<file path="config.mk">
export PLATFORM = sky130hd
export DESIGN_NAME = qed_dup_encoder
export DESIGN_NICKNAME = d
export VERILOG_FILES = /design/src/rtl/qed_dup_encoder.sv
export SDC_FILE = /design/constraint.sdc
export NUM_CORES = 1
export LEC_CHECK = 0
export ABC_AREA = 1
export CORE_ASPECT_RATIO = 1.1
export CORE_MARGIN = 2
export CORE_UTILIZATION = 45
export DETAILED_ROUTE_END_ITERATION = 12
export PLACE_DENSITY = 0.74
export SKIP_CTS_REPAIR_TIMING = 1
export SLEW_MARGIN = 20
export SYNTH_ARGS = -nofsm -noshare
export SYNTH_HDL_FRONTEND = slang
export SYNTH_SLANG_ARGS = --single-unit
</file>
<file path="constraint.sdc">
create_clock -name clk_i -period 1.35 [get_ports clk_i]
set_input_delay 0.2025 -clock clk_i [delete_from_list [all_inputs] [get_ports clk_i]]
set_output_delay 0.2025 -clock clk_i [all_outputs]
set_load 0.02 [all_outputs]
</file>
<file path="src/rtl/qed_dup_encoder.sv">
// QED duplicate encoder: buffers each fetched instruction, emits it once,
// then emits a shadow-register copy (x16..x31) for duplicable opcodes.
module qed_dup_encoder #(
  parameter int CNT_W     = 16,
  parameter bit DUP_LOADS = 1'b1
) (
  input  logic             clk_i,
  input  logic             rst_i,
  input  logic             qed_enable_i,
  input  logic             in_valid_i,
  input  logic [31:0]      in_instr_i,
  output logic             in_ready_o,
  output logic             out_valid_o,
  output logic [31:0]      out_instr_o,
  output logic             out_is_dup_o,
  input  logic             out_ready_i,
  output logic             violation_o,
  output logic [CNT_W-1:0] dup_cnt_o
);

  typedef enum logic [1:0] {
    S_EMPTY,
    S_ORIG,
    S_DUP
  } state_e;

  localparam logic [6:0] OP_R     = 7'b0110011;
  localparam logic [6:0] OP_IALU  = 7'b0010011;
  localparam logic [6:0] OP_LOAD  = 7'b0000011;
  localparam logic [6:0] OP_STORE = 7'b0100011;
  localparam logic [6:0] OP_LUI   = 7'b0110111;

  state_e           state_q, state_d;
  logic [31:0]      out_instr_q, out_instr_d;
  logic [31:0]      dup_instr_q, dup_instr_d;
  logic             out_is_dup_q, out_is_dup_d;
  logic             dup_flag_q, dup_flag_d;
  logic             viol_q, viol_d;
  logic [CNT_W-1:0] cnt_q, cnt_d;

  logic        use_rd;
  logic        use_rs1;
  logic        use_rs2;
  logic        dupable;
  logic        viol_hit;
  logic [31:0] remap;
  logic        last_beat;
  logic        accept;
  logic        out_hs;

  // Which register fields this opcode would move into the shadow half.
  always_comb begin
    use_rd  = 1'b0;
    use_rs1 = 1'b0;
    use_rs2 = 1'b0;
    dupable = 1'b0;
    unique case (in_instr_i[6:0])
      OP_R: begin
        use_rd  = 1'b1;
        use_rs1 = 1'b1;
        use_rs2 = 1'b1;
        dupable = 1'b1;
      end
      OP_IALU: begin
        use_rd  = 1'b1;
        use_rs1 = 1'b1;
        dupable = 1'b1;
      end
      OP_LOAD: begin
        use_rd  = DUP_LOADS;
        use_rs1 = DUP_LOADS;
        dupable = DUP_LOADS;
      end
      OP_STORE: begin
        use_rs1 = 1'b1;
        use_rs2 = 1'b1;
        dupable = 1'b1;
      end
      OP_LUI: begin
        use_rd  = 1'b1;
        dupable = 1'b1;
      end
      default: begin
        dupable = 1'b0;
      end
    endcase
  end

  always_comb begin
    viol_hit = (use_rd  & in_instr_i[11])
             | (use_rs1 & in_instr_i[19])
             | (use_rs2 & in_instr_i[24]);
    remap = in_instr_i;
    if (use_rd && (in_instr_i[11:7] != 5'd0)) begin
      remap[11] = 1'b1;
    end
    if (use_rs1 && (in_instr_i[19:15] != 5'd0)) begin
      remap[19] = 1'b1;
    end
    if (use_rs2 && (in_instr_i[24:20] != 5'd0)) begin
      remap[24] = 1'b1;
    end
  end

  always_comb begin
    last_beat  = ((state_q == S_ORIG) && !dup_flag_q)
               || (state_q == S_DUP);
    in_ready_o = (state_q == S_EMPTY)
               || (out_ready_i && last_beat);
    accept     = in_valid_i && in_ready_o;
    out_hs     = (state_q != S_EMPTY) && out_ready_i;
  end

  always_comb begin
    state_d      = state_q;
    out_instr_d  = out_instr_q;
    dup_instr_d  = dup_instr_q;
    out_is_dup_d = out_is_dup_q;
    dup_flag_d   = dup_flag_q;
    viol_d       = 1'b0;
    cnt_d        = cnt_q;
    if (out_hs && (state_q == S_DUP)) begin
      if (cnt_q != {CNT_W{1'b1}}) begin
        cnt_d = cnt_q + {{(CNT_W-1){1'b0}}, 1'b1};
      end
    end
    if (out_hs && (state_q == S_ORIG) && dup_flag_q) begin
      state_d      = S_DUP;
      out_instr_d  = dup_instr_q;
      out_is_dup_d = 1'b1;
    end else if (accept) begin
      state_d      = S_ORIG;
      out_instr_d  = in_instr_i;
      dup_instr_d  = remap;
      out_is_dup_d = 1'b0;
      dup_flag_d   = qed_enable_i & dupable & ~viol_hit;
      viol_d       = qed_enable_i & dupable & viol_hit;
    end else if (out_hs) begin
      state_d      = S_EMPTY;
      out_is_dup_d = 1'b0;
    end
  end

  always_ff @(posedge clk_i) begin
    if (rst_i) begin
      state_q      <= S_EMPTY;
      out_instr_q  <= 32'd0;
      dup_instr_q  <= 32'd0;
      out_is_dup_q <= 1'b0;
      dup_flag_q   <= 1'b0;
      viol_q       <= 1'b0;
      cnt_q        <= '0;
    end else begin
      state_q      <= state_d;
      out_instr_q  <= out_instr_d;
      dup_instr_q  <= dup_instr_d;
      out_is_dup_q <= out_is_dup_d;
      dup_flag_q   <= dup_flag_d;
      viol_q       <= viol_d;
      cnt_q        <= cnt_d;
    end
  end

  assign out_valid_o  = (state_q != S_EMPTY);
  assign out_instr_o  = out_instr_q;
  assign out_is_dup_o = out_is_dup_q;
  assign violation_o  = viol_q;
  assign dup_cnt_o    = cnt_q;

endmodule
</file>
-- Yosys cells after proc, flatten, opt, wreduce, memory -nomap -nowiden
Cells that the tools add are included.
- flip-flop bits (word level): 85
- logic and storage cells: 72
- add/subtract/negate cells: 1
- equality and inequality tests: 8
- mux-type cells: 15
- bitwise gates (word level): 11
- reductions and logical operators: 29
- operator list (kind ; number):
    2-to-1 mux 32 bit ; 2
    == test 7 x 6 -> 1 bit, second input constant ; 3
    adder 16 x 1 -> 16 bit, second input constant ; 1
    != test 16 bit, second input constant ; 1
    nonzero test 5 bit ; 3
    logical AND 1 bit ; 10
    2-to-1 mux 1 bit ; 10
    OR reduction 4 bit ; 2
    == test 7 x 2 -> 1 bit, second input constant ; 1
    == test 7 x 5 -> 1 bit, second input constant ; 1
    AND 1 bit ; 6
    2-to-1 mux 2 bit ; 3
    nonzero test 2 bit ; 3
    OR reduction 5 bit ; 1
    AND reduction 2 bit ; 2
    OR reduction 2 bit ; 2
    inverter 1 bit ; 3
    nonzero test 3 bit ; 1
    OR reduction 3 bit ; 1
    == test 2 x 1 -> 1 bit, second input constant ; 1
    == test 2 bit, second input constant ; 1
    zero test 2 bit ; 1
    logical OR 1 bit ; 2
    OR 1 bit ; 2
    zero test 1 bit ; 1

-- Depth between registers and ports, before layout
- word-level depth: 8
- depth in mapped cells: 10
- gate-level depth less buffers: 10

-- Worst setup path after synthesis
No wires, ideal clock.
- path type: register to register
- start point: register cnt_q[0], in the netlist dup_cnt_o[0]
- end point: register cnt_q[11], in the netlist dup_cnt_o[11]
- arrival time: 1.476 ns
- required time: 1.218 ns
- setup slack: -0.259 ns
- cell stages (with the launch flop): 10
- buffers on the path: 1
- clock period less this slack: 1.609 ns
- cell sequence: dfxtp_1 -> ha_1 -> nand3_1 -> inv_1 -> nand3_2 -> nand2_2 -> nand2_4 -> buf_6 -> nand2_1 -> a21oi_1
- longest elaborated chain between the ends: 2
- elaborated cells on any way between the ends: 3
- ends and longest elaborated chain (element ; RTL line ; source):
    start, declared ; 39 ; logic [CNT_W-1:0] cnt_q, cnt_d;
    start signal, assigned ; 160 ; cnt_q <= cnt_d;
    branches (longest 2 deep; another with adder 16 x 1 -> 16 bit) ; -- ;
Parallel ways; which one is timed is not known.
A chain may end at the register's enable or synchronous reset.

-- Final worst setup path
- start point: register state_q[1]
- end point: register cnt_q[8], in the netlist dup_cnt_o[8]
- longest elaborated chain between the ends: 4
- elaborated cells on any way between the ends: 5
- ends and longest elaborated chain (element ; RTL line ; source):
    start, declared ; 33 ; state_e state_q, state_d;
    start signal, assigned ; 154 ; state_q <= state_d;
    nonzero test 2 bit ; 111 ; out_hs = (state_q != S_EMPTY) && out_ready_i;
    logical AND 1 bit ; 111 ;
    logical AND 1 bit * ; 122 ; if (out_hs && (state_q == S_DUP)) begin
    AND reduction 2 bit (no source line) * ; -- ;
Mark *: on every way between the ends. The rest lies on a longest branch, timed or not.

==> run_summary.xml <==
<?xml version="1.0" encoding="UTF-8"?>
<metrics>
  <group name="run_status">
    <metric name="outcome" unit="">finished with violations</metric>
    <metric name="violations" unit="">setup timing</metric>
  </group>
  <group name="sta">
    <metric name="skew" unit="ns">0.00770</metric>
    <metric name="fin_ws" unit="ns">-0.165</metric>
    <metric name="clock.fmax" unit="MHz">660</metric>
    <metric name="worst_slew_pin_slew" unit="ns">0.609</metric>
    <metric name="rsz0062_at_grt" unit="">true</metric>
    <metric name="tns" unit="ns">-2.27</metric>
    <metric name="finalMaxSlewViolations" unit="">0</metric>
    <metric name="final_min_period_over_clock_period" unit="%">112</metric>
    <metric name="final-setup-viol-count" unit="">59</metric>
    <metric name="holdWs" unit="ns">0.283</metric>
    <metric name="final-hold-violation-count" unit="">0</metric>
    <metric name="relative_slew_slack" unit="%">59.0</metric>
    <metric name="final.min_clock_period" unit="ns">1.52</metric>
  </group>
  <group name="die">
    <metric name="floorplan.initialDensity" unit="%">46.7</metric>
    <metric name="ioPinCount" unit="">89</metric>
    <metric name="coreArea" unit="sq um">7960</metric>
    <metric name="die-width" unit="microns">90.7</metric>
    <metric name="row_count" unit="">34</metric>
    <metric name="fp.dieArea" unit="sq um">9000</metric>
    <metric name="die_h" unit="microns">99.3</metric>
  </group>
  <group name="synthesis">
    <metric name="yosysUniqueCellTypes" unit="">31</metric>
    <metric name="mappedNetlistNets" unit="">537</metric>
    <metric name="yosysWarningCount" unit="">0</metric>
    <metric name="synth_seq_cells" unit="">84</metric>
    <metric name="synth.top_cell.area_share" unit="%">45.2</metric>
    <metric name="avgSynthCellArea" unit="sq um">7.45</metric>
    <metric name="cell_taking_the_most_area_after_synthesis" unit="">dfxtp_1</metric>
    <metric name="syn-instance-count" unit="">499</metric>
    <metric name="seq_total_area_yosys" unit="%">45.2</metric>
    <metric name="syn-cell-area" unit="sq um">3720</metric>
    <metric name="yosys-top-cells-area" unit="">dfxtp_1, nand2_1, nand3_1, a21oi_1, a31oi_1</metric>
  </group>
  <group name="clock_tree">
    <metric name="numCtsBuffers" unit="">9</metric>
    <metric name="cts.htree.levels" unit="">3</metric>
    <metric name="clk_root_buffer_cell" unit="">clkbuf_8</metric>
    <metric name="clk_pin_slew_worst_paths" unit="ns">0.08</metric>
    <metric name="worst_skew_pair_latency" unit="ns">0.36</metric>
    <metric name="clock_tree_from_tritoncts" unit="">built</metric>
    <metric name="cts_buffer_depth" unit="">2</metric>
    <metric name="clock-sinks" unit="">84</metric>
  </group>
  <group name="critical_path">
    <metric name="arrival_time_of_the_worst_setup_path" unit="ns">1.80</metric>
    <metric name="timing.critical_path.to_type" unit="">flop</metric>
    <metric name="timing.critical_path.required" unit="ns">1.64</metric>
    <metric name="path_max_fanout" unit="">8</metric>
    <metric name="start_to_end_type_of_the_worst_setup_path" unit="">reg -&gt; reg</metric>
    <metric name="crit_path_start_kind" unit="">flop</metric>
  </group>
  <group name="finish">
    <metric name="layout.filler_cells" unit="">500</metric>
    <metric name="diodes" unit="">0</metric>
    <metric name="nets" unit="">675</metric>
    <metric name="drive_above_1_share" unit="%">35.3</metric>
    <metric name="regArea" unit="sq um">1720</metric>
    <metric name="multiInputGateArea" unit="sq um">2220</metric>
    <metric name="post_layout_nonfiller_instances" unit="">749</metric>
    <metric name="syn_to_final_growth" unit="%">68.9</metric>
    <metric name="layout_utilization" unit="%">78.9</metric>
    <metric name="postLayoutCellArea" unit="sq um">6280</metric>
  </group>
  <group name="detailed_routing">
    <metric name="finalWirelength" unit="microns">13700</metric>
    <metric name="postRouteAntennaNets" unit="">0</metric>
    <metric name="dr_total_vias" unit="">4183</metric>
    <metric name="drt_first_pass_iters" unit="">5</metric>
    <metric name="viasPerCell" unit="">5.58</metric>
    <metric name="first_drt_iteration_drcs" unit="">235</metric>
    <metric name="drt-wirelength-per-cell" unit="microns">18.2</metric>
    <metric name="route.detailed.drc" unit="">0</metric>
  </group>
  <group name="placement">
    <metric name="post-dp-hpwl" unit="microns">6980</metric>
    <metric name="dpl-instance-area" unit="sq um">4950</metric>
    <metric name="place_inst" unit="">707</metric>
    <metric name="gp_congestion" unit="">0.874</metric>
    <metric name="buffer_ports.inserted" unit="">88</metric>
  </group>
  <group name="power">
    <metric name="power.density" unit="nW/um^2">923</metric>
    <metric name="leakage" unit="uW">0.00319</metric>
    <metric name="ir_drop" unit="uV">801</metric>
  </group>
  <group name="grt">
    <metric name="grt_pass1_vias" unit="">3658</metric>
    <metric name="grt_pass1_wl" unit="microns">16200</metric>
    <metric name="grt-ovfl-total" unit="">0</metric>
    <metric name="antenna_found_initial" unit="">0</metric>
    <metric name="grt_usage" unit="%">21.8</metric>
    <metric name="grt_max_degree" unit="">36</metric>
  </group>
  <group name="min_path">
    <metric name="hold_path.class" unit="">in -&gt; reg</metric>
  </group>
  <group name="job">
    <metric name="max_cap_violations" unit="">0</metric>
  </group>
</metrics>
## cell usage after synthesis, drive strengths merged
cell    count
nand2     157
dfxtp      84
nand3      57
a21oi      45
nor2       40
a31oi      33
inv        28
buf        18
clkbuf     10
o21ai       6
nand4       5
nor3        4
xnor2       4
xor2        2
a21boi      1
and2        1
ha          1
nor3b       1
nor4        1
o31ai       1
## power breakdown
part / leakage (uW) / total [uW] / switching [uW] / internal (uW)
sequential: 0.000699 / 2690 / 97.0 / 2590
clock: 0.000112 / 2070 / 915 / 1150
combinational: 0.00238 / 1040 / 539 / 501
total: 0.00319 / 5790 / 1550 / 4240
## through the flow
stage                     total power (uW)  setup WS [ns]
final                                 5790         -0.165
after global routing                  5960         -0.246
after CTS                             5490         -0.474
after detailed placement              3500         -0.463
after global placement                3480         -0.402
after floorplan                       3130        0.00295
## worst max-delay path: stages, from the launching register on
cell	delay [ns]
dfxtp_2	0.36
buf_6	0.11
inv_6	0.04
nor3_4	0.24
o21ai_4	0.20
nand2_4	0.19
nand2_2	0.06
nand2_1	0.08
inv_1	0.07
nor2_1	0.10
## metal layers
metal  vias up  share of wire, %  track usage (%)
met3        41               6.9             4.70
met1      2015                38             26.4
met2       193                52             37.7
li1       1934                 -                -
met5         -                 0                0
met4         0               3.1             8.99
## logic make-up after synthesis
family                   after synthesis  share of synthesized area (%)
buffers and inverters                 56                           8.04
AND/OR/NAND/NOR                      266                           32.0
AO/OA/AOI/OAI                         86                           12.9
flip-flops                            84                           45.2
adder cells (fa/ha/maj)                1                          0.337
XOR/XNOR                               6                           1.41
## final cells by class
cell class / instances / share of cell area [%]
multi-input cells: 360 / 35.4
flip-flops and latches: 84 / 27.4
inverters: 28 / 2.07
repair buffers: 154 / 29.3
well taps: 108 / 2.15
clock buffers: 12 / 2.49
clock inverters: 3 / 1.10
## flip-flops by register name, summed over array words and instances (netlist names)
register / cells
dup_cnt_o: 16
dup_flag_q: 1
state_q: 2
out_instr_o: 32
dup_instr_q: 32
violation_o: 1
## worst paths after layout
path,from,end,slack (ns),depth (start not counted)
hold reg to reg,dup_instr_q[0]$_SDFFE_PP0P_,dup_instr_q[0]$_SDFFE_PP0P_,0.47,2
hold / removal,rst_i,dup_cnt_o[10]$_SDFFE_PP0P_,0.28,4
setup reg to reg,state_q[1]$_SDFFE_PP0P_,dup_cnt_o[8]$_SDFFE_PP0P_,-0.17,9
setup / recovery,state_q[1]$_SDFFE_PP0P_,dup_cnt_o[8]$_SDFFE_PP0P_,-0.17,9
## cell usage in the layout (no fill, tap or decap), types with 4 or more instances in the layout
| cell | Yosys | layout |
|---|---|---|
| a21oi_2 | 0 | 20 |
| nand3_1 | 46 | 34 |
| clkbuf_16 | 0 | 11 |
| clkbuf_8 | 0 | 9 |
| buf_4 | 4 | 35 |
| a31oi_1 | 33 | 31 |
| clkdlybuf4s50_1 | 0 | 34 |
| dfxtp_4 | 0 | 8 |
| nor2_1 | 40 | 34 |
| xnor2_1 | 4 | 4 |
| nand2_1 | 152 | 96 |
| inv_1 | 23 | 21 |
| nand2_2 | 3 | 43 |
| inv_2 | 4 | 4 |
| a21oi_1 | 45 | 25 |
| dlymetal6s2s_1 | 0 | 51 |
| buf_6 | 7 | 11 |
| nand4_1 | 4 | 4 |
| dfxtp_2 | 0 | 8 |
| nand2_4 | 2 | 18 |
| buf_12 | 0 | 8 |
| nor2_2 | 0 | 6 |
| dfxtp_1 | 84 | 68 |
| nand3_2 | 11 | 20 |
Power figures use the tool's default switching activity.
